--- config.mk ---
export PLATFORM = sky130hd
export DESIGN_NAME = score_text_formatter
export DESIGN_NICKNAME = d
export VERILOG_FILES = /design/src/rtl/score_text_formatter_pkg.sv /design/src/rtl/score_text_formatter_bcd_nibble_adjust.sv /design/src/rtl/score_text_formatter.sv
export SDC_FILE = /design/constraint.sdc
export NUM_CORES = 1
export LEC_CHECK = 0
export ABC_AREA = 0
export ABC_CLOCK_PERIOD_IN_PS = 2570
export BUFFER_PORTS_ARGS = -buffer_cell sky130_fd_sc_hd__buf_2
export CORE_MARGIN = 2
export CORE_UTILIZATION = 50
export CTS_CLUSTER_SIZE = 28
export DETAILED_ROUTE_END_ITERATION = 7
export PLACE_DENSITY = 0.73
export SYNTH_ARGS = -nofsm -noshare
export SYNTH_HDL_FRONTEND = slang
export SYNTH_SLANG_ARGS = --single-unit
--- constraint.sdc ---
create_clock -name clk -period 2.57 [get_ports clk]
set_input_delay 0.1285 -clock clk [delete_from_list [all_inputs] [get_ports clk]]
set_output_delay 0.1285 -clock clk [all_outputs]
set_load 0.1 [all_outputs]
--- src/rtl/score_text_formatter_pkg.sv ---
// Shared text constants, FSM state encoding and sizing helper for the score formatter.
package score_text_formatter_pkg;

  localparam logic [7:0] ASCII_ZERO  = 8'h30;
  localparam logic [7:0] ASCII_SPACE = 8'h20;

  typedef enum logic [1:0] {
    IDLE,
    CONVERT,
    FORMAT
  } fmt_state_t;

  // Decimal digits of 2^width-1: 1 + floor(width*log10(2)).
  // 2^width is never a power of ten for width > 0, so it has the same
  // digit count as 2^width-1.
  function automatic int unsigned digits_needed(input int unsigned width);
    return (width * 30103) / 100000 + 1;
  endfunction

endpackage

--- src/rtl/score_text_formatter_bcd_nibble_adjust.sv ---
// Double-dabble correction for one BCD digit: add 3 when the digit is 5 or more.
module bcd_nibble_adjust (
  input  logic [3:0] nibble,
  output logic [3:0] adjusted
);

  assign adjusted = (nibble >= 4'd5) ? nibble + 4'd3 : nibble;

endmodule

--- src/rtl/score_text_formatter.sv ---
// Sequential binary-to-ASCII decimal formatter (double-dabble, one bit per cycle)
// producing a right-aligned, optionally blank-padded string for the renderers.
module score_text_formatter
  import score_text_formatter_pkg::*;
#(
  parameter int unsigned BIN_WIDTH     = 16,
  parameter int unsigned NUM_DIGITS    = 5,
  parameter bit          BLANK_LEADING = 1'b1
) (
  input  logic                            clk,
  input  logic                            reset,
  input  logic                            start,
  input  logic [BIN_WIDTH-1:0]            value,
  output logic                            busy,
  output logic                            done,
  output logic [0:NUM_DIGITS-1][7:0]      chars
);

  localparam int unsigned BCD_W = 4 * NUM_DIGITS;
  localparam int unsigned CNT_W = $clog2(BIN_WIDTH + 1);

  if (NUM_DIGITS < digits_needed(BIN_WIDTH)) begin : g_size_check
    $error("score_text_formatter: NUM_DIGITS too small for BIN_WIDTH");
  end

  fmt_state_t              state;
  logic [BIN_WIDTH-1:0]    shift;
  logic [BCD_W-1:0]        bcd;
  logic [BCD_W-1:0]        bcd_adj;
  logic [CNT_W-1:0]        count;

  logic [0:NUM_DIGITS-1][7:0] text;
  logic [0:NUM_DIGITS-1][7:0] reset_text;
  logic [NUM_DIGITS:0]        lead;

  assign lead[0] = BLANK_LEADING;

  // Position i (0 = leftmost) reads nibble NUM_DIGITS-1-i; the blanking flag
  // ripples left to right and is forced off at the rightmost position.
  for (genvar i = 0; i < NUM_DIGITS; i++) begin : g_digit
    logic [3:0] nib;
    logic       blank;

    assign nib = bcd[4*(NUM_DIGITS-1-i) +: 4];

    bcd_nibble_adjust u_adj (
      .nibble   (bcd[4*i +: 4]),
      .adjusted (bcd_adj[4*i +: 4])
    );

    assign blank       = lead[i] && (nib == 4'd0) && (i != NUM_DIGITS - 1);
    assign lead[i+1]   = blank;
    assign text[i]     = blank ? ASCII_SPACE : (ASCII_ZERO + {4'h0, nib});
    assign reset_text[i] = (BLANK_LEADING && (i != NUM_DIGITS - 1)) ? ASCII_SPACE : ASCII_ZERO;
  end

  always_ff @(posedge clk) begin
    if (reset) begin
      state <= IDLE;
      shift <= '0;
      bcd   <= '0;
      count <= '0;
      busy  <= 1'b0;
      done  <= 1'b0;
      chars <= reset_text;
    end else begin
      done <= 1'b0;
      case (state)
        IDLE: begin
          if (start) begin
            shift <= value;
            bcd   <= '0;
            count <= CNT_W'(BIN_WIDTH);
            busy  <= 1'b1;
            state <= CONVERT;
          end
        end
        CONVERT: begin
          // Bits shifted out above the BCD register are always zero given the size check.
          {bcd, shift} <= {bcd_adj, shift} << 1;
          count        <= count - CNT_W'(1);
          if (count == CNT_W'(1)) begin
            state <= FORMAT;
          end
        end
        FORMAT: begin
          chars <= text;
          done  <= 1'b1;
          busy  <= 1'b0;
          state <= IDLE;
        end
        default: begin
          state <= IDLE;
          busy  <= 1'b0;
        end
      endcase
    end
  end

endmodule

# Yosys cells after proc, flatten, opt, wreduce, memory -nomap -nowiden
# Index checks and enable logic that the tools add are counted.
# totals
ff_bits	85
# op_classes
magnitude_cmp	5
n_addsub	11
mux	21
bitwise	1
n_reduce_logical	12
eq_ne	5
# ops
op	count
$pmux 20 s2	1
$add 6x4->7 const A	5
$pmux 16 s2	1
$mux 7	4
$ge 4x3->1 const B	5
$mux 20	1
$add 4x2->4 const B	4
$logic_not 4->1	4
$mux 16	1
$mux 4	4
$pmux 5 s2	1
$reduce_and 2->1	3
$eq 5x1->1 const B	1
$mux 5	1
$sub 5x1->5 const B	1
$mux 2	2
$ne 2x2->1 const B	2
$pmux 2 s2	1
$add 3x2->3 const B	1
$logic_and 1x1->1	3
$mux 3	1
$eq 2x1->1 const B	1
$eq 2x2->1 const B	1
$logic_not 2->1	1
other kinds (4)	5

# Depth between registers and ports, before layout
# Gate-level depths: netlist (run 1).
# depth
depth_word	5
depth_mapped	6

# Cells and area by module
# A second synthesis (run 1) with hierarchy kept.
# hier_totals
hier_cells	392
area_unflattened_um2	3352.0
# by_module_without_submodules
mod	cells_per_inst	area_per_inst_um2	instances	seq_area_each_um2
score_text_formatter	312	2845.2	1	1381.3
bcd_nibble_adjust	16	101.3	5	0.0

# Least setup slack after synthesis (run 1)
# OpenSTA, ideal clock, no wires.
# synth_path
kind	reg2reg
from	register bcd[16]
to	register chars[12] (netlist bit)
arrival_time_ps	1435
path_stages_with_launch	7
t_required_ps	2445
path_slack_ps	1010
path_cell_list	dfxtp_1 -> inv_1 -> ha_1 -> or3b_1 -> buf_6 -> nor4_4 -> a21oi_1
# synth_via
elab_chain_cells	5
# synth_lines
element	line_no	text
from (decl)	score_text_formatter.sv:28	logic [BCD_W-1:0] bcd;
from (signal assigned)	score_text_formatter.sv:80	{bcd, shift} <= {bcd_adj, shift} << 1;
$logic_not 4->1	score_text_formatter.sv:51	assign blank = lead[i] && (nib == 4'd0) && (i != NUM_DIGITS - 1);
$logic_and 1x1->1 (3 in a row)	score_text_formatter.sv:51	
$mux 7	score_text_formatter.sv:53	assign text[i] = blank ? ASCII_SPACE : (ASCII_ZERO + {4'h0, nib});
to (signal assigned)	score_text_formatter.sv:65	chars <= reset_text;
to (signal assigned)	score_text_formatter.sv:87	chars <= text;
to (decl)	score_text_formatter.sv:16	output logic [0:NUM_DIGITS-1][7:0] chars
# Every way passes these cells.
# A chain may end at the register's enable or synchronous reset.

# Worst setup path after layout (run 1)
# layout_path
from	register state[1]
to	register chars[17] (netlist bit)
# layout_via
elab_chain_cells	1
# layout_lines
element	line_no	text
from (decl)	score_text_formatter.sv:26	fmt_state_t state;
from (signal assigned)	score_text_formatter.sv:59	state <= IDLE;
from (signal assigned)	score_text_formatter.sv:75	state <= CONVERT;
from (signal assigned)	score_text_formatter.sv:83	state <= FORMAT;
$eq 2x2->1	score_text_formatter.sv:68	case (state)
# Every way passes these cells.

==> metrics.txt, run 1 <==
antenna-violating nets left 0; global-route wire length before repair 12.8 mm; count of endpoints failing hold in the final timing report 0; number of buffers on the longest clock path 2; fraction of the mapped netlist area in simple logic gates 18.4%; cell area after technology mapping 3420 µm²; RSZ-0062 raised after global routing false; internal cell power 1730 µW; Lkg Pwr 0.00143 µW; primary flip-flop cell chosen by synthesis mapping dfxtp_1; main combinational cell family by area after synthesis compound AO/OA/AOI/OAI gates; Cell Pwr Density 632 nW/µm²; maximum number of pins on one net before global-route repair 25; cell count after synthesis 404; CTS Hold Buffers Added 0; Avg Synthesized Cell Area 8.48 µm²; number of max-slew violations in the final report 0; PostCTS Resize Cnt 0; number of antenna diodes 0; Inst Count DP 508; Die Area 7530 µm²; leading cell type in the layout, fill and taps excluded dfxtp_1; adder-cell share of the synthesized area 5.48%; vias in the first global route 2,659; setup-violating endpoint count in the final report 0; slack of the worst reg-to-reg path 670 ps; final critical-path required period 1900 ps; Pre-Repair DR Iteration Count 4; library cell occupying the most area in the post-synthesis netlist dfxtp_1; layout-stage area growth over the synthesis result 11.5%; Site Rows 30; Clock Root Buffer clkbuf_8; worst flop-to-flop path startpoint state[1]$_SDFFE_PP0P_; final-layout setup total negative slack 0 ps; Yosys top cell area share 40.3%; clock tree from TritonCTS yes; core region area 6720 µm²; total area of multi-input combinational cells 1740 µm²; level count of the clock H-tree 3; count of placed standard cells in the final layout, fillers left out 524; worst endpoint data arrival time 2150 ps; Worst Reg-to-Reg Cells 2; period utilization 74.0%; EDFF count, synth 0; die width 86.8 µm; post-CTS setup-driven buffer insertion count 0; clock power share 39.9%; MaxCap Viol Count 0; Worst Setup Path Type reg -> reg; Boundary Pins 61; Starting DRT DRC Count 188; detail-routed via count per cell 5.63; share of cells above drive strength 1 17.1%; endpoint of the worst register-to-register path chars[17]$_SDFFE_PP0P_; number of antenna violations at the first check in global routing 0; worst min path class in -> reg; normalized max-slew margin 37.3%; kind of start point of the critical path flip-flop; height of the die 86.8 µm; fraction of registers with async set/reset 0%; Max Clock Freq 526 MHz; total of buffers placed on input and output ports 44; aggregate routed wire length 7.73 mm; Sw Pwr 680 µW; Worst IR Drop VDD 0.411 mV; post-synthesis share of cell area spent on xor and xnor gates 0.256%; starting density of the core 51.0%; DRC errors left 0; count of state elements after synthesis 69; Tightest Pin Transition 938 ps; weighted congestion reported at the end of routability-driven placement 0.856; sequential area share after synthesis 40.3%; Yosys cell types 49; crit-path cells nand2b_1, o41ai_1; peak fanout along the critical path 22; Worst Hold Depth 3; timing startpoint of the critical path state[1]$_SDFFE_PP0P_; critical-path cell with the highest stage delay dfxtp_1; proportion of synthesized area in mux cells 0.292%; average routed wire per standard cell 14.8 µm; residual overflow from global routing 0; Skew-Pair Late Insertion Delay 350 ps; switching part of the total power 28.2%; number of nets in the layout 473; DP Wirelength 5.29 mm; run status finished, final reports clean; logic gate share of total power 13.3%; via count 2,951; Critical Path RT 2810 ps; Flop pwr share 46.8%; clock buffer count from CTS 9; Compound-Gate Fraction of Synth Area 24.6%; worst setup path endpoint chars[17]$_SDFFE_PP0P_; Ys Warns 0; Max stage delay on crit path 730 ps; Layout fillers 624; total number of clock tree sinks 69; cell types with the largest area share after synthesis dfxtp_1, a21oi_1, ha_1; CTS clk-pin slew, worst paths 80 ps; Critical Path Sink Type flip-flop; GRT Total Usage 21.6%; area used by sequential logic in the layout 1380 µm²; Worst Clk Skew 7.85 ps; most frequent cells in the layout dfxtp_1, a21oi_1, buf_2, nand2_1, o21ai_0
==> power by group through the flow <==
stage          logic (µW)  clock network, µW  registers [µW]
2_1_floorplan         272                  0            1160
5_1_grt               347               1020            1130
6_report              321                963            1130
3_3_place_gp          314                  0            1150
3_5_place_dp          319                  0            1150
4_1_cts               320                981            1130
==> critical path: cells and delay by family, from the launching register on <==
| family | cells | cell delay, ps |
|---|---|---|
| and+or+nand+nor | 1 | 590 |
| AOI/OAI and AO/OA | 1 | 470 |
| DFF | 1 | 730 |
==> registers in the layout, indices dropped and copies added, names as in the netlist <==
name	cells
bcd	20
chars	24
done	1
count	5
shift	16
state	2
busy	1
==> area by class of cell <==
| class | instances | share of cell area, % |
|---|---|---|
| Tap cell | 80 | 2.62 |
| Multi-Input combinational cell | 280 | 45.5 |
| Clock buffer | 10 | 3.34 |
| Clock inverter | 6 | 2.29 |
| Timing Repair Buffer | 53 | 7.54 |
| Sequential cell | 69 | 36.2 |
| Inverter | 26 | 2.56 |
==> Yosys cell counts, drive strengths merged (2+ instances only) <==
library cell / number
nand2b: 8
ha: 15
or3b: 5
o41ai: 3
a21oi: 44
o2111ai: 10
o22ai: 7
o211ai: 13
conb: 2
o2bb2ai: 10
nor2: 16
inv: 26
o21ai: 27
buf: 32
nand3: 20
dfxtp: 69
nor3b: 3
nor2b: 9
o21a: 5
a32oi: 2
nor4b: 6
or4: 2
clkbuf: 11
nor3: 5
nand2: 38
==> worst min path at each step <==
stage	startpoint	endpoint	slack (ps)
global placement	value[13]	shift[13]$_SDFFE_PP0P_	440
CTS	value[12]	shift[12]$_SDFFE_PP0P_	80
detailed placement	chars[24]$_SDFFE_PP0P_	chars[24]$_SDFFE_PP0P_	440
global route	value[15]	shift[15]$_SDFFE_PP0P_	100
finish	value[12]	shift[12]$_SDFFE_PP0P_	80
floorplan	reset	done$_SDFF_PP0_	230
==> metrics by stage <==
step	hold slack [ps]	util, %	setup slack, ps	power (µW)	area, µm²
6_report	84.7	56.8	669	2410	3820
5_1_grt	100	56.8	406	2500	3820
4_1_cts	80.7	56.8	664	2430	3820
3_5_place_dp	442	53.6	698	1470	3600
3_3_place_gp	437	53.6	772	1470	3600
2_1_floorplan	227	-	1010	1440	3480
==> layer usage <==
| metal | GRT usage [%] | part of all wire, % |
|---|---|---|
| met3 | 6.29 | 6.1 |
| met2 | 35.1 | 47 |
| met1 | 28.0 | 46 |
| met4 | 5.97 | 0.96 |
| met5 | 0 | 0 |
==> cells by family (layout without fill, tap and decap cells) <==
kind of cell | Yosys count | count (layout)
flip-flops | 69 | 69
other | 2 | 16
multiplexers | 1 | 1
buffers and inverters | 69 | 95
XOR/XNOR | 1 | 1
adder cells (fa/ha/maj) | 15 | 15
AND/OR/NAND/NOR | 116 | 116
AO/OA/AOI/OAI | 131 | 131
(Power assumes the default switching activity.)
==> run 2: changes to the inputs <==
- ABC_CLOCK_PERIOD_IN_PS: 2570 -> 1950
- clock period: 2.57 -> 1.95 ns (I/O delays scaled with it)
==> run 2 against run 1 <==
Effect of this change:
- maximum frequency up 7.0%
- cell area down 0.88%
- die area unchanged
- clock skew is essentially flat
- worst setup slack got worse by 500 ps
- register-to-register slack lost 500 ps
- hold slack worse by 25 ps
- via count rose by 1.5%
- first-iteration DRC count grew 57%
- critical path depth grew 3
- non-clock buffer count grew 3
- clock-buffer cell count is 3 higher
- largest cell class unchanged
==> metrics.txt, run 2 (synthesis results as in run 1) <==
register with the most flip-flops chars; Max Clock Freq 563 MHz; weighted congestion reported at the end of routability-driven placement 0.937; area used by sequential logic in the layout 1380 µm²; Lkg Pwr 0.00143 µW; switching part of the total power 29.1%; Boundary Pins 61; total number of clock tree sinks 69; cell family with the largest share of critical-path delay simple AND/OR/NAND/NOR gates; maximum number of pins on one net before global-route repair 32; setup-violating endpoint count in the final report 0; vias in the first global route 2,729; average routed wire per standard cell 15.0 µm; Worst IR Drop VDD 0.457 mV; share of cells above drive strength 1 17.0%; total area of multi-input combinational cells 1740 µm²; RSZ-0062 raised after global routing false; kind of start point of the critical path flip-flop; GRT Total Usage 21.7%; worst min path class in -> reg; Worst Hold Depth 3; Skew-Pair Late Insertion Delay 340 ps; count of endpoints failing hold in the final timing report 0; peak fanout along the critical path 8; number of buffers on the longest clock path 2; Layout fillers 592; PostCTS Resize Cnt 0; leading cell type in the layout, fill and taps excluded dfxtp_1; Critical Path Sink Type flip-flop; MaxCap Viol Count 0; height of the die 86.8 µm; CTS Hold Buffers Added 0; clock tree from TritonCTS yes; level count of the clock H-tree 3; via count 2,995; Clock Root Buffer clkbuf_8; period utilization 91.1%; total of buffers placed on input and output ports 44; Pre-Repair DR Iteration Count 5; number of antenna violations at the first check in global routing 0; clock buffer count from CTS 9; total buffers and inverters traversed by the critical path 1; Tightest Pin Transition 943 ps; aggregate routed wire length 7.90 mm; Critical Path RT 2160 ps; final-layout setup total negative slack 0 ps; starting density of the core 51.0%; logic gate share of total power 14.8%; residual overflow from global routing 0; layout-stage area growth over the synthesis result 10.5%; Flop pwr share 51.4%; number of antenna diodes 0; Site Rows 30; post-placement cell area 3630 µm²; final critical-path required period 1780 ps; run status finished, final reports clean; Die Area 7530 µm²; largest registers in the final layout chars: 24 flops, bcd: 20 flops, shift: 16 flops; number of nets in the layout 476; DRC errors left 0; final std cell area, no fill 3780 µm²; worst endpoint data arrival time 1990 ps; Starting DRT DRC Count 295; DP Wirelength 5.31 mm; detail-routed via count per cell 5.69; Max stage delay on crit path 540 ps; core region area 6720 µm²; CTS clk-pin slew, worst paths 70 ps; most frequent cells in the layout dfxtp_1, a21oi_1, buf_2, nand2_1, o21ai_0; internal cell power 2060 µW; Worst Setup Path Type reg -> reg; stages on the worst setup path 5; global-route wire length before repair 12.9 mm; Sw Pwr 844 µW; Worst Reg-to-Reg Cells 5; Largest register FFs 24; crit-path cells inv_1, ha_1, or3b_1, nor4_4, o2bb2ai_1; critical-path cell with the highest stage delay or3b_1; normalized max-slew margin 37.1%; number of max-slew violations in the final report 0; Cell Pwr Density 766 nW/µm²; antenna-violating nets left 0; Worst Clk Skew 7.89 ps; clock power share 33.9%; die width 86.8 µm; post-CTS setup-driven buffer insertion count 0
## run 2: tightest hold or removal path: cells and delay by family
kind                   cells  cell delay (ps)
buffers and inverters      1               70
AOI/OAI and AO/OA          2              190
## run 2: final timing paths
path | start | endpoint | slack [ps]
hold / removal | value[13] | shift[13]$_SDFFE_PP0P_ | 60
hold reg to reg | chars[32]$_SDFFE_PP0P_ | chars[32]$_SDFFE_PP0P_ | 450
setup reg to reg | bcd[16]$_SDFFE_PP0P_ | chars[8]$_SDFFE_PP0P_ | 170
setup / recovery | bcd[16]$_SDFFE_PP0P_ | chars[8]$_SDFFE_PP0P_ | 170
## run 2: metal layers
layer	share of wire (%)	wire length, µm	GRT usage, %
met5	0	0	0
met1	45	3550	27.3
met3	5.9	464	6.00
met4	1.0	79	5.26
met2	48	3800	36.9
## run 2: layout make-up
class	count	share of cell area (%)
clock inverters	2	0.264
well taps	80	2.64
flip-flops and latches	69	36.5
inverters	26	2.58
repair buffers	56	8.20
multi-input cells	280	45.9
clock buffers	13	3.93
## run 2: power by group through the flow
stage                     Combinational, µW  Sequential [µW]  Clock, µW
after global placement                  421             1520          0
final                                   428             1490        982
after detailed placement                425             1520          0
after CTS                               426             1490       1020
after floorplan                         358             1530          0
after global routing                    463             1490       1070
## run 2: stage by stage
| stage | hold slack [ps] | util [%] | setup WS (ps) | instances | total power [µW] |
|---|---|---|---|---|---|
| final | 59.9 | 56.3 | 173 | 526 | 2900 |
| after global routing | 61.4 | 56.3 | 102 | 526 | 3030 |
| after CTS | 44.6 | 56.3 | 181 | 526 | 2930 |
| after detailed placement | 410 | 54.0 | 188 | 511 | 1940 |
| after global placement | 404 | 54.0 | 275 | 511 | 1940 |
| after floorplan | 196 | - | 390 | 418 | 1890 |
